`src/rtl/alu_op_sequencer.sv`:
```
// Command/response sequencer and accumulator in front of a 4-bit combinational ALU.
// Optional feature macro: ALU_SEQ_CARRY_CHAIN_EN (add uses the previous op's carry-out).
module alu_op_sequencer #(
  parameter int WIDTH = 4,
  parameter int CNT_W = 8
) (
  input  logic             clk,
  input  logic             rst_n,
  input  logic             cmd_valid,
  output logic             cmd_ready,
  input  logic             cmd_load,
  input  logic [2:0]       cmd_mode,
  input  logic [WIDTH-1:0] cmd_b,
  input  logic             cmd_cin,
  output logic [2:0]       alu_mode,
  output logic [WIDTH-1:0] alu_a,
  output logic [WIDTH-1:0] alu_b,
  output logic             alu_cin,
  input  logic [WIDTH-1:0] alu_result,
  input  logic             alu_cout,
  input  logic             alu_overflow,
  input  logic             alu_zero,
  output logic             rsp_valid,
  input  logic             rsp_ready,
  output logic [WIDTH-1:0] rsp_result,
  output logic [3:0]       rsp_flags,
  output logic [WIDTH-1:0] acc,
  output logic [CNT_W-1:0] op_count
);

  typedef enum logic [1:0] {IDLE, EXEC, RESP} state_t;

  state_t state, state_next;

  logic             op_load;
  logic             op_cin;
  logic [2:0]       op_mode;
  logic [WIDTH-1:0] op_a;
  logic [WIDTH-1:0] op_b;
  logic [WIDTH-1:0] result_next;
  logic [3:0]       flags_next;
  logic             cin_select;

`ifdef ALU_SEQ_CARRY_CHAIN_EN
  logic carry_flag;

  always_ff @(posedge clk or negedge rst_n) begin
    if (!rst_n) begin
      carry_flag <= 1'b0;
    end else if (state == EXEC) begin
      carry_flag <= op_load ? 1'b0 : alu_cout;
    end
  end

  assign cin_select = carry_flag;
`else
  assign cin_select = cmd_cin;
`endif

  always_ff @(posedge clk or negedge rst_n) begin
    if (!rst_n) begin
      state <= IDLE;
    end else begin
      state <= state_next;
    end
  end

  always_comb begin
    state_next = state;
    case (state)
      IDLE:    if (cmd_valid) state_next = EXEC;
      EXEC:    state_next = RESP;
      RESP:    if (rsp_ready) state_next = IDLE;
      default: state_next = IDLE;
    endcase
  end

  // Loads bypass the ALU, so their flags are derived locally from the load value.
  always_comb begin
    result_next = alu_result;
    flags_next  = {alu_cout, alu_overflow, alu_zero, alu_result[WIDTH-1]};
    if (op_load) begin
      result_next = op_b;
      flags_next  = {1'b0, 1'b0, (op_b == '0), op_b[WIDTH-1]};
    end
  end

  always_ff @(posedge clk or negedge rst_n) begin
    if (!rst_n) begin
      op_load    <= 1'b0;
      op_cin     <= 1'b0;
      op_mode    <= 3'b000;
      op_a       <= '0;
      op_b       <= '0;
      acc        <= '0;
      rsp_result <= '0;
      rsp_flags  <= 4'b0000;
      op_count   <= '0;
    end else begin
      case (state)
        IDLE: begin
          if (cmd_valid) begin
            op_load <= cmd_load;
            op_mode <= cmd_mode;
            op_b    <= cmd_b;
            op_a    <= acc;
            op_cin  <= cin_select;
          end
        end
        EXEC: begin
          rsp_result <= result_next;
          rsp_flags  <= flags_next;
          if (op_load) begin
            acc <= op_b;
          end else if (op_mode <= 3'b101) begin
            acc <= alu_result;
          end
        end
        RESP: begin
          if (rsp_ready && (op_count != '1)) begin
            op_count <= op_count + 1'b1;
          end
        end
        default: ;
      endcase
    end
  end

  // op_a mirrors acc while EXEC evaluates, but keeps alu_a steady once acc updates.
  assign alu_mode  = op_mode;
  assign alu_a     = op_a;
  assign alu_b     = op_b;
  assign alu_cin   = (op_mode == 3'b000) ? op_cin : 1'b0;
  assign rsp_valid = (state == RESP);
  assign cmd_ready = (state == IDLE) && rst_n;

endmodule

```
`config.mk`:
```
export PLATFORM = sky130hd
export DESIGN_NAME = alu_op_sequencer
export DESIGN_NICKNAME = d
export VERILOG_FILES = /design/src/rtl/alu_op_sequencer.sv
export SDC_FILE = /design/constraint.sdc
export NUM_CORES = 1
export LEC_CHECK = 0
export CORE_ASPECT_RATIO = 1.2
export CORE_MARGIN = 2
export CORE_UTILIZATION = 45
export CTS_BUF_LIST = sky130_fd_sc_hd__clkbuf_16
export DETAILED_ROUTE_END_ITERATION = 7
export PLACE_DENSITY = 0.85
export REMOVE_ABC_BUFFERS = 1
export SLEW_MARGIN = 20
export SYNTH_ARGS = -nofsm -noshare
export SYNTH_HDL_FRONTEND = slang
export SYNTH_SLANG_ARGS = --single-unit
```
`constraint.sdc`:
```
create_clock -name clk -period 1.7 [get_ports clk]
set_input_delay 0.34 -clock clk [delete_from_list [all_inputs] [get_ports clk]]
set_output_delay 0.34 -clock clk [all_outputs]
set_load 0.01 [all_outputs]
```
==> results of run 1 <==
logic make-up after synthesis:
family | after synthesis
buf+inv | 9
flops | 34
compound gates | 14
xor+xnor | 5
mux | 25
simple gates | 28
fa+ha+maj | 1
timing repair:
item | in CTS | in global routing
setup buffers | 1 | 0
gates resized for setup | 5 | 0
setup endpoints to repair | 3 | 0
hold buffers | 0 | 0
registers in the layout, indices dropped and copies added (netlist names):
name / count
op_count: 8
acc: 4
alu_a: 4
alu_b: 4
rsp_flags: 4
state: 2
op_cin: 1
op_load: 1
rsp_result: 3
alu_mode: 3
area by class of cell:
cell class,instances,area share
Sequential cell,34,0.371
Multi-Input combinational cell,73,0.289
Timing Repair Buffer,58,0.251
Clock buffer,5,0.0545
Tap cell,37,0.0202
Inverter,5,0.00817
Clock inverter,3,0.00545
per-layer routing:
layer  global-route usage  wire length, um
met5                    0                0
met4               0.0698               53
met3               0.0653              241
met2                0.348             1850
met1                0.225             1430
synth_stat cells (all sizes together):
library cell	n
inv	5
xor2	2
o2111ai	1
a21oi	2
nor4	2
mux2i	7
ha	1
nand2	9
o211ai	1
and4	2
nand2b	4
nor3b	2
and3b	1
o21ai	8
a211oi	1
nor4b	1
mux2	18
nand3b	1
nand4	1
dfrtp	34
xnor2	3
nor3	1
nand3	2
o21bai	1
and3	2
buf	4
final timing paths:
check | end | start | slack (ns)
setup / recovery | cmd_ready | state[0]$_DFFE_PN0P_ | 0.05
hold / removal | rsp_flags[3]$_DFFE_PN0N_ | rsp_flags[3]$_DFFE_PN0N_ | 0.49
setup reg to reg | op_count[1]$_DFFE_PN0P_ | op_count[0]$_DFFE_PN0P_ | 0.17
hold reg to reg | rsp_flags[3]$_DFFE_PN0N_ | rsp_flags[3]$_DFFE_PN0N_ | 0.49
max in group asynchronous | state[0]$_DFFE_PN0P_ | rst_n | 0.86
min in group asynchronous | op_count[3]$_DFFE_PN0P_ | rst_n | 0.51
power by group through the flow:
stage	logic, mW	clock network (mW)	registers [mW]
final	1.94	0.843	1.54
after detailed placement	1.93	0	1.55
after global placement	1.88	0	1.52
after global routing	2.07	0.891	1.60
after CTS	1.97	0.862	1.54
after floorplan	0.789	0	1.65
critical path, stage by stage (launching register included):
cell and delay, ns:
dfrtp_2 0.40, buf_4 0.16, nor3b_1 0.20, dlygate4sd2_1 0.29
==> summary.txt, run 1 <==
Run status
  – Status: finished clean

Hold path
  – Worst Hold Path Cells: 2
  – HP Class: reg2reg

Worst setup path
  – Crit start category: flop
  – Crit path kind: reg2out
  – Crit end category: primary output
  – WP data arrival: 1.31 ns
  – R2R cell count: 4
  – Required @ worst endpoint: 1.36 ns
  – CP max FO: 5

Placed design
  – DP Area: 2150 um2
  – DP Wirelength: 2490 um
  – Placed cell count: 206
  – PortBufs: 53
  – Worst slack, placed: -0.213 ns
  – Final GP Congestion: 0.749

STA
  – Fmax achieved: 605 MHz
  – Final hold vios: 0
  – Final Cycle Share: 0.972
  – Final setup fails: 0
  – Worst-case clock skew: 0.00539 ns
  – Pins Over Slew Limit: 0
  – Slew @ Worst Pin: 0.436 ns
  – Setup TNS: 0 ns
  – Min Clock Period, post-route: 1.65 ns
  – RSZ-0062 raised after global routing: no
  – Worst relative slew slack: 0.709
  – Hold slack: 0.488 ns
  – Final WS setup: 0.0471 ns

Floorplanning
  – Die height: 68.6 um
  – Core ar.: 3340 um2
  – Initial Utilization: 0.469
  – Number of cell rows: 23
  – Die width: 57.9 um
  – Total Die Area: 3970 um2
  – Top-Level Pins: 54

Drt
  – Initial DRT Pass Iterations: 4
  – Total Wirelength: 3580 um
  – Vias after detailed routing: 1143
  – DR DRC count: 0
  – Post-route ant nets: 0
  – Initial DRC count: 26
  – Via density: 5.32
  – Routed len/inst: 16.7 um

Yosys
  – #FFs+latches synth: 34
  – Sequential fraction of the synthesis area: 0.543
  – Main combinational cell family by area after synthesis: multiplexers
  – Adder-Cell Fraction of Synth Area: 0.00799
  – Mapped cell area: 1570 um2
  – Synth Area in Simple Gates: 0.124
  – Yosys warnings: 0
  – Synthesized area per cell: 13.5 um2
  – Synth Instances: 116
  – Synth unique cells: 33
  – Post-synth top area share: 0.543
  – Post-synthesis compound-gate area fraction: 0.0615
  – Synth Area in XOR/XNOR: 0.0280
  – Multiplexer area fraction after synthesis: 0.203
  – Largest cells by area after synthesis: dfrtp_1, mux2_4, mux2i_1, mux2_2, o21ai_0
  – Synth area leader: dfrtp_1

Power and ir drop
  – Pwr dens: 1880 nW/um2
  – Sw Pwr: 1.42 mW
  – Internal: 2.90 mW
  – Combinational cell fraction of total power: 0.449
  – Part of the power in registers: 0.356
  – Sw Share: 0.328
  – Leak Pwr: 1.04 nW
  – Max IR drop VDD: 1.21 mV
  – Tot Pwr: 4.32 mW
  – Clk pwr share: 0.195

Global route
  – Wire length of the first global-routing pass: 5710 um
  – Initial antenna violation count: 0
  – Total global-route track usage: 0.198
  – Vias in the first global route: 1152
  – Largest net degree at the start of global routing: 35
  – Total congestion overflow: 0

Finish
  – Finished Layout Cells: 215
  – Final nets: 198
  – Design area: 2300 um2
  – Fin util: 0.688
  – Commonest non-fill, non-tap cells in the layout: clkdlybuf4s50_1, dfrtp_1, mux2_4
  – Storage element area: 853 um2
  – Diode count: 0
  – Final-layout fill cell count: 247
  – Area growth from synthesis to layout: 46.6%
  – Commonest non-fill, non-tap cell in the layout: clkdlybuf4s50_1
  – Multi-input gate area: 664 um2
  – Layout cells sized above 1: 0.219

Clock network
  – Maximum clock path buffer count: 2
  – Sink Count: 34
  – CTS tree: built
  – Worst-path clk slew: 0.05 ns
  – Root Buffer: clkbuf_16
  – Depth of the CTS H-tree: 2
  – Total CTS buffers: 5
  – Clk Latency, worst-skew pair: 0.28 ns

Run
  – Max Cap Viol: 0
No activity file was read; power rests on OpenSTA's default activity.
==> inputs of run 2 (changes only) <==
--- a/config.mk
+++ b/config.mk
@@ -5,12 +5,14 @@
 export SDC_FILE = /design/constraint.sdc
 export NUM_CORES = 1
 export LEC_CHECK = 0
+export CELL_PAD_IN_SITES_DETAIL_PLACEMENT = 1
+export CELL_PAD_IN_SITES_GLOBAL_PLACEMENT = 2
 export CORE_ASPECT_RATIO = 1.2
 export CORE_MARGIN = 2
-export CORE_UTILIZATION = 45
+export CORE_UTILIZATION = 26
 export CTS_BUF_LIST = sky130_fd_sc_hd__clkbuf_16
 export DETAILED_ROUTE_END_ITERATION = 7
-export PLACE_DENSITY = 0.85
+export PLACE_DENSITY = 0.8
 export REMOVE_ABC_BUFFERS = 1
 export SLEW_MARGIN = 20
 export SYNTH_ARGS = -nofsm -noshare
==> constraint.sdc (replaced) <==
create_clock -name clk -period 1.52 [get_ports clk]
set_input_delay 0.304 -clock clk [delete_from_list [all_inputs] [get_ports clk]]
set_output_delay 0.304 -clock clk [all_outputs]
set_load 0.01 [all_outputs]
==> summary.txt, run 2 (synthesis results as in run 1) <==
Run status
  – Status: finished clean

STA
  – Min Clock Period, post-route: 1.47 ns
  – Pins Over Slew Limit: 0 (unchanged)
  – Final Cycle Share: 0.968
  – Fmax achieved: 679 MHz
  – Final hold vios: 0 (unchanged)
  – Worst relative slew slack: 0.706 (-0.00324)
  – Slew @ Worst Pin: 0.441 ns (+0.00486 ns)
  – Final setup fails: 0 (unchanged)
  – Final WS setup: 0.0479 ns (+0.000789 ns)
  – RSZ-0062 raised after global routing: no
  – Worst-case clock skew: 0.00393 ns (-0.00146 ns)

Finish
  – Multi-input gate area: 677 um2 (+1.9%)
  – Layout cells sized above 1: 0.282 (+0.0628)
  – Finished Layout Cells: 268 (+25%)
  – Area growth from synthesis to layout: 55.8%
  – Commonest non-fill, non-tap cell in the layout: dfrtp_1
  – Final nets: 208 (+5.1%)
  – Diode count: 0 (unchanged)
  – Commonest non-fill, non-tap cells in the layout: dfrtp_1, clkdlybuf4s50_1, dlygate4sd2_1
  – Max reg flops: 8 (unchanged)
  – Storage element area: 853 um2 (unchanged)
  – Largest Register: op_count
  – Final-layout fill cell count: 621 (+150%)

Worst setup path
  – Critical path, cell by cell: clkdlybuf4s50_1
  – Reg2reg setup slack: 0.07 ns (-0.10 ns)
  – Crit path kind: reg2out
  – Crit end category: primary output
  – Crit path buf inv count: 1 (-1)
  – R2R cell count: 4 (unchanged)
  – Delay-heaviest family, CP: buffers and inverters
  – CP max FO: 2 (-3)
  – Critical path's slowest cell: clkdlybuf4s50_1
  – WP data arrival: 1.17 ns (-0.14 ns)
  – Max incr delay on CP: 0.54 ns (+0.14 ns)
  – Crit start category: flop
  – FF-to-FF Start: state[1]$_DFFE_PN0P_
  – Crit Reg-Reg Endpoint: acc[3]$_DFFE_PN0P_
  – Required @ worst endpoint: 1.22 ns (-0.14 ns)

Floorplanning
  – Initial Utilization: 0.273 (-0.196)
  – Core ar.: 5740 um2 (+72%)
  – Die height: 89.0 um (+30%)
  – Total Die Area: 6660 um2 (+68%)
  – Top-Level Pins: 54 (unchanged)
  – Die width: 74.9 um (+29%)
  – Number of cell rows: 30 (+30%)

Drt
  – Routed len/inst: 14.5 um (-13%)
  – Vias after detailed routing: 1188 (+3.9%)
  – Initial DRC count: 7 (-73%)
  – Total Wirelength: 3890 um (+8.5%)
  – Initial DRT Pass Iterations: 2 (-2)
  – DR DRC count: 0 (unchanged)
  – Via density: 4.43 (-17%)
  – Post-route ant nets: 0 (unchanged)

Hold path
  – Hold Path End: rsp_flags[1]$_DFFE_PN0N_
  – Worst Hold Path Cells: 2 (unchanged)
  – HP Class: reg2reg
  – Hold Crit Start: rsp_flags[1]$_DFFE_PN0N_

Clock network
  – Sink Count: 34 (unchanged)
  – Clk Latency, worst-skew pair: 0.27 ns (about the same)
  – Root Buffer: clkbuf_16
  – CTS tree: built
  – Hold buffer count at cts: 0 (unchanged)
  – Worst-path clk slew: 0.05 ns (about the same)
  – Depth of the CTS H-tree: 2 (unchanged)
  – Maximum clock path buffer count: 2 (unchanged)
  – Total CTS buffers: 5 (unchanged)

Placed design
  – PortBufs: 53 (unchanged)
  – Placed cell count: 258 (+25%)
  – Final GP Congestion: 0.733 (-2.2%)
  – DP Wirelength: 2980 um (+19%)
  – Worst slack, placed: -0.357 ns (-0.144 ns)

Power and ir drop
  – Pwr dens: 2000 nW/um2 (+6.2%)
  – Max IR drop VDD: 0.809 mV (-33%)
  – Leak Pwr: 1.21 nW (+17%)

Global route
  – Vias in the first global route: 1389 (+21%)
  – Initial antenna violation count: 0 (unchanged)
  – Largest net degree at the start of global routing: 35 (unchanged)
  – Total global-route track usage: 0.133 (-0.0640)
  – Total congestion overflow: 0 (unchanged)
  – Wire length of the first global-routing pass: 6720 um (+18%)

Run
  – Max Cap Viol: 0 (unchanged)
[run 2: worst max-delay path by stage]
| stage | from | end | cells past startpoint |
|---|---|---|---|
| final | rsp_result[0]$_DFFE_PN0N_ | rsp_result[0] | 1 |
| after global routing | rsp_result[0]$_DFFE_PN0N_ | rsp_result[0] | 1 |
| after CTS | state[1]$_DFFE_PN0P_ | rsp_valid | 4 |
| after detailed placement | rst_n | cmd_ready | 3 |
| after global placement | rst_n | cmd_ready | 3 |
| after floorplan | state[0]$_DFFE_PN0P_ | alu_b[0]$_DFFE_PN0P_ | 2 |
[run 2: final cells by class]
class	count	share of cell area
clock buffer	5	0.0513
clock inverter	3	0.00513
inverter	5	0.00769
multi-input combinational	73	0.277
sequential	34	0.350
tap	80	0.0410
timing repair buffer	68	0.268
[run 2: through the flow]
stage | util | hold slack [ns] | area (um2) | total power [mW] | TNS, ns
3_3_place_gp | 0.396 | 0.462 | 2270 | 4.00 | -1.73
5_1_grt | 0.425 | 0.513 | 2440 | 5.24 | 0
2_1_floorplan | - | 0.00841 | 1530 | 2.72 | -0.159
3_5_place_dp | 0.396 | 0.474 | 2270 | 4.08 | -2.00
6_report | 0.425 | 0.482 | 2440 | 4.87 | 0
4_1_cts | 0.420 | 0.486 | 2410 | 4.98 | -0.0108
[run 2: what timing repair did]
action	in CTS	in global routing
resized for setup	27	13
setup buffers	2	0
pin swaps	0	0
setup endpoints to repair	20	11
[run 2: routing by layer]
metal / vias to the layer above / share of wire / GRT usage
met3: 6 / 0.076 / 0.0519
met4: 0 / 0.011 / 0.0390
met1: 590 / 0.38 / 0.148
met2: 42 / 0.53 / 0.234
met5: - / 0 / 0
li1: 550 / - / -
[run 2: power breakdown]
part	internal, mW	switching [mW]
logic	1.36	0.963
registers	1.32	0.293
clock network	0.591	0.350
total	3.27	1.61
==> inputs of run 3 (changes only) <==
--- a/config.mk
+++ b/config.mk
@@ -14,6 +14,7 @@
 export DETAILED_ROUTE_END_ITERATION = 7
 export PLACE_DENSITY = 0.8
 export REMOVE_ABC_BUFFERS = 1
+export SKIP_CTS_REPAIR_TIMING = 1
 export SLEW_MARGIN = 20
 export SYNTH_ARGS = -nofsm -noshare
 export SYNTH_HDL_FRONTEND = slang
==> summary.txt, run 3 (synthesis results as in run 1) <==
Run status
  – Status: finished clean

Worst setup path
  – Critical path, cell by cell: clkdlybuf4s50_1
  – Delay-heaviest family, CP: buffers and inverters
  – WP data arrival: 1.17 ns (about the same)
  – Crit path kind: reg2out
  – CP max FO: 2 (unchanged)
  – Crit end category: primary output
  – Levels on crit path: 1 (unchanged)
  – Crit start category: flop
  – Critical path's slowest cell: clkdlybuf4s50_1
  – Max incr delay on CP: 0.55 ns (about the same)
  – Required @ worst endpoint: 1.22 ns (about the same)
  – Crit path buf inv count: 1 (unchanged)
  – R2R cell count: 4 (unchanged)

Global route
  – Total congestion overflow: 0 (unchanged)
  – Vias in the first global route: 1383 (-0.43%)
  – Wire length of the first global-routing pass: 6650 um (-1.0%)
  – Initial antenna violation count: 0 (unchanged)
  – Total global-route track usage: 0.132 (-0.00163)
  – Largest net degree at the start of global routing: 35 (unchanged)

Drt
  – Vias after detailed routing: 1198 (+0.84%)
  – Initial DRC count: 11 (+4)
  – Initial DRT Pass Iterations: 2 (unchanged)
  – Total Wirelength: 3900 um (+0.44%)
  – Post-route ant nets: 0 (unchanged)
  – Via density: 4.49 (+1.2%)
  – DR DRC count: 0 (unchanged)
  – Routed len/inst: 14.6 um (+0.81%)

STA
  – Slew @ Worst Pin: 0.444 ns (+0.00306 ns)
  – Fmax achieved: 678 MHz (-0.16%)
  – Hold slack: 0.468 ns (-0.0141 ns)
  – Min Clock Period, post-route: 1.47 ns (+0.00235 ns)
  – Worst relative slew slack: 0.704 (-0.00204)
  – Final setup fails: 0 (unchanged)
  – Pins Over Slew Limit: 0 (unchanged)
  – Final WS setup: 0.0456 ns (-0.00235 ns)
  – Worst-case clock skew: 0.00431 ns (+0.000381 ns)
  – Final Cycle Share: 0.970 (+0.00155)
  – RSZ-0062 raised after global routing: no
  – Final hold vios: 0 (unchanged)

Placed design
  – Worst slack, placed: -0.357 ns (unchanged)
  – Final GP Congestion: 0.733 (unchanged)
  – DP Wirelength: 2980 um (unchanged)
  – PortBufs: 53 (unchanged)
  – Placed cell count: 258 (unchanged)

Clock network
  – Worst-path clk slew: 0.05 ns (about the same)
  – CTS tree: built
  – Sink Count: 34 (unchanged)
  – Root Buffer: clkbuf_16
  – Depth of the CTS H-tree: 2 (unchanged)
  – Maximum clock path buffer count: 2 (unchanged)
  – Total CTS buffers: 5 (unchanged)
  – Clk Latency, worst-skew pair: 0.27 ns (about the same)

Floorplanning
  – Number of cell rows: 30 (unchanged)
  – Top-Level Pins: 54 (unchanged)
  – Die height: 89.0 um (unchanged)
  – Initial Utilization: 0.273 (unchanged)
  – Total Die Area: 6660 um2 (unchanged)
  – Die width: 74.9 um (unchanged)
  – Core ar.: 5740 um2 (unchanged)

Power and ir drop
  – Max IR drop VDD: 0.820 mV (+1.4%)
  – Internal: 3.29 mW (+0.60%)
  – Combinational cell fraction of total power: 0.472 (-0.004)
  – Sw Share: 0.326 (-0.00374)
  – Tot Pwr: 4.87 mW (about the same)
  – Part of the power in registers: 0.335 (+0.005)
  – Sw Pwr: 1.59 mW (-1.1%)
  – Clk pwr share: 0.193 (about the same)
  – Pwr dens: 1960 nW/um2 (-1.9%)
  – Leak Pwr: 1.38 nW (+13%)

Hold path
  – HP Class: in2async

Finish
  – Layout cells sized above 1: 0.273 (-0.00919)
  – Commonest non-fill, non-tap cell in the layout: dfrtp_1
  – Fin util: 0.433 (+0.00828)
  – Largest Register: op_count
  – Finished Layout Cells: 267 (-0.37%)
  – Area growth from synthesis to layout: 58.8%
  – Final nets: 207 (-0.48%)
  – Commonest non-fill, non-tap cells in the layout: dfrtp_1, dlymetal6s2s_1, clkdlybuf4s50_1
  – Diode count: 0 (unchanged)
  – Max reg flops: 8 (unchanged)

Run
  – Max Cap Viol: 0 (unchanged)
-- run 3: changes by cell type in the layout (fill, tap and decap cells not counted), moves of 2 or more --
cell	change
dfrtp_2	+2
dlygate4sd2_1	-15
dlymetal6s2s_1	+18
buf_2	-2
dfrtp_1	-2
-- run 3: routing by layer --
metal,GRT usage,wire length [um],vias up
met5,0,0,-
met1,0.145,1470,601
met3,0.0519,298,6
met4,0.0390,41,0
met2,0.232,2090,42
li1,-,-,549
-- run 3: path summary, 6_finish.rpt --
kind / startpoint / end / slack, ns
min in group clk: rsp_flags[1]$_DFFE_PN0N_ / rsp_flags[1]$_DFFE_PN0N_ / 0.48
max: rsp_result[0]$_DFFE_PN0N_ / rsp_result[0] / 0.05
max in group asynchronous: rst_n / op_count[3]$_DFFE_PN0P_ / 0.71
min reg2reg: rsp_flags[1]$_DFFE_PN0N_ / rsp_flags[1]$_DFFE_PN0N_ / 0.48
max reg2reg: state[1]$_DFFE_PN0P_ / acc[3]$_DFFE_PN0P_ / 0.09
min: rst_n / state[1]$_DFFE_PN0P_ / 0.47
-- run 3: area by class of cell --
class                      count  area [um2]
sequential                    34         856
clock buffer                   5         125
clock inverter                 3        12.5
inverter                       5        18.8
fill                         609        3260
timing repair buffer          67         711
tap                           80         100
multi-input combinational     73         664
-- run 3: worst register-to-register path, delay by kind of cell (launching register included) --
family / cells / cell delay, ns
AOI/OAI and AO/OA: 1 / 0.24
buffers and inverters: 1 / 0.16
DFF: 1 / 0.37
muxes: 1 / 0.31
and+or+nand+nor: 1 / 0.24
-- run 3: power groups by stage --
stage	combinational [mW]	clock (mW)	sequential (mW)
2_1_floorplan	0.883	0	1.84
5_1_grt	2.51	1.02	1.71
3_3_place_gp	2.37	0	1.63
6_report	2.30	0.942	1.63
4_1_cts	2.44	0.978	1.65
3_5_place_dp	2.43	0	1.65
-- run 3: metrics by stage --
| stage | TNS, ns | cell area (um2) |
|---|---|---|
| global placement | -1.73 | 2270 |
| floorplan | -0.159 | 1530 |
| CTS | -1.76 | 2410 |
| detailed placement | -2.00 | 2270 |
| global route | 0 | 2490 |
| finish | 0 | 2490 |
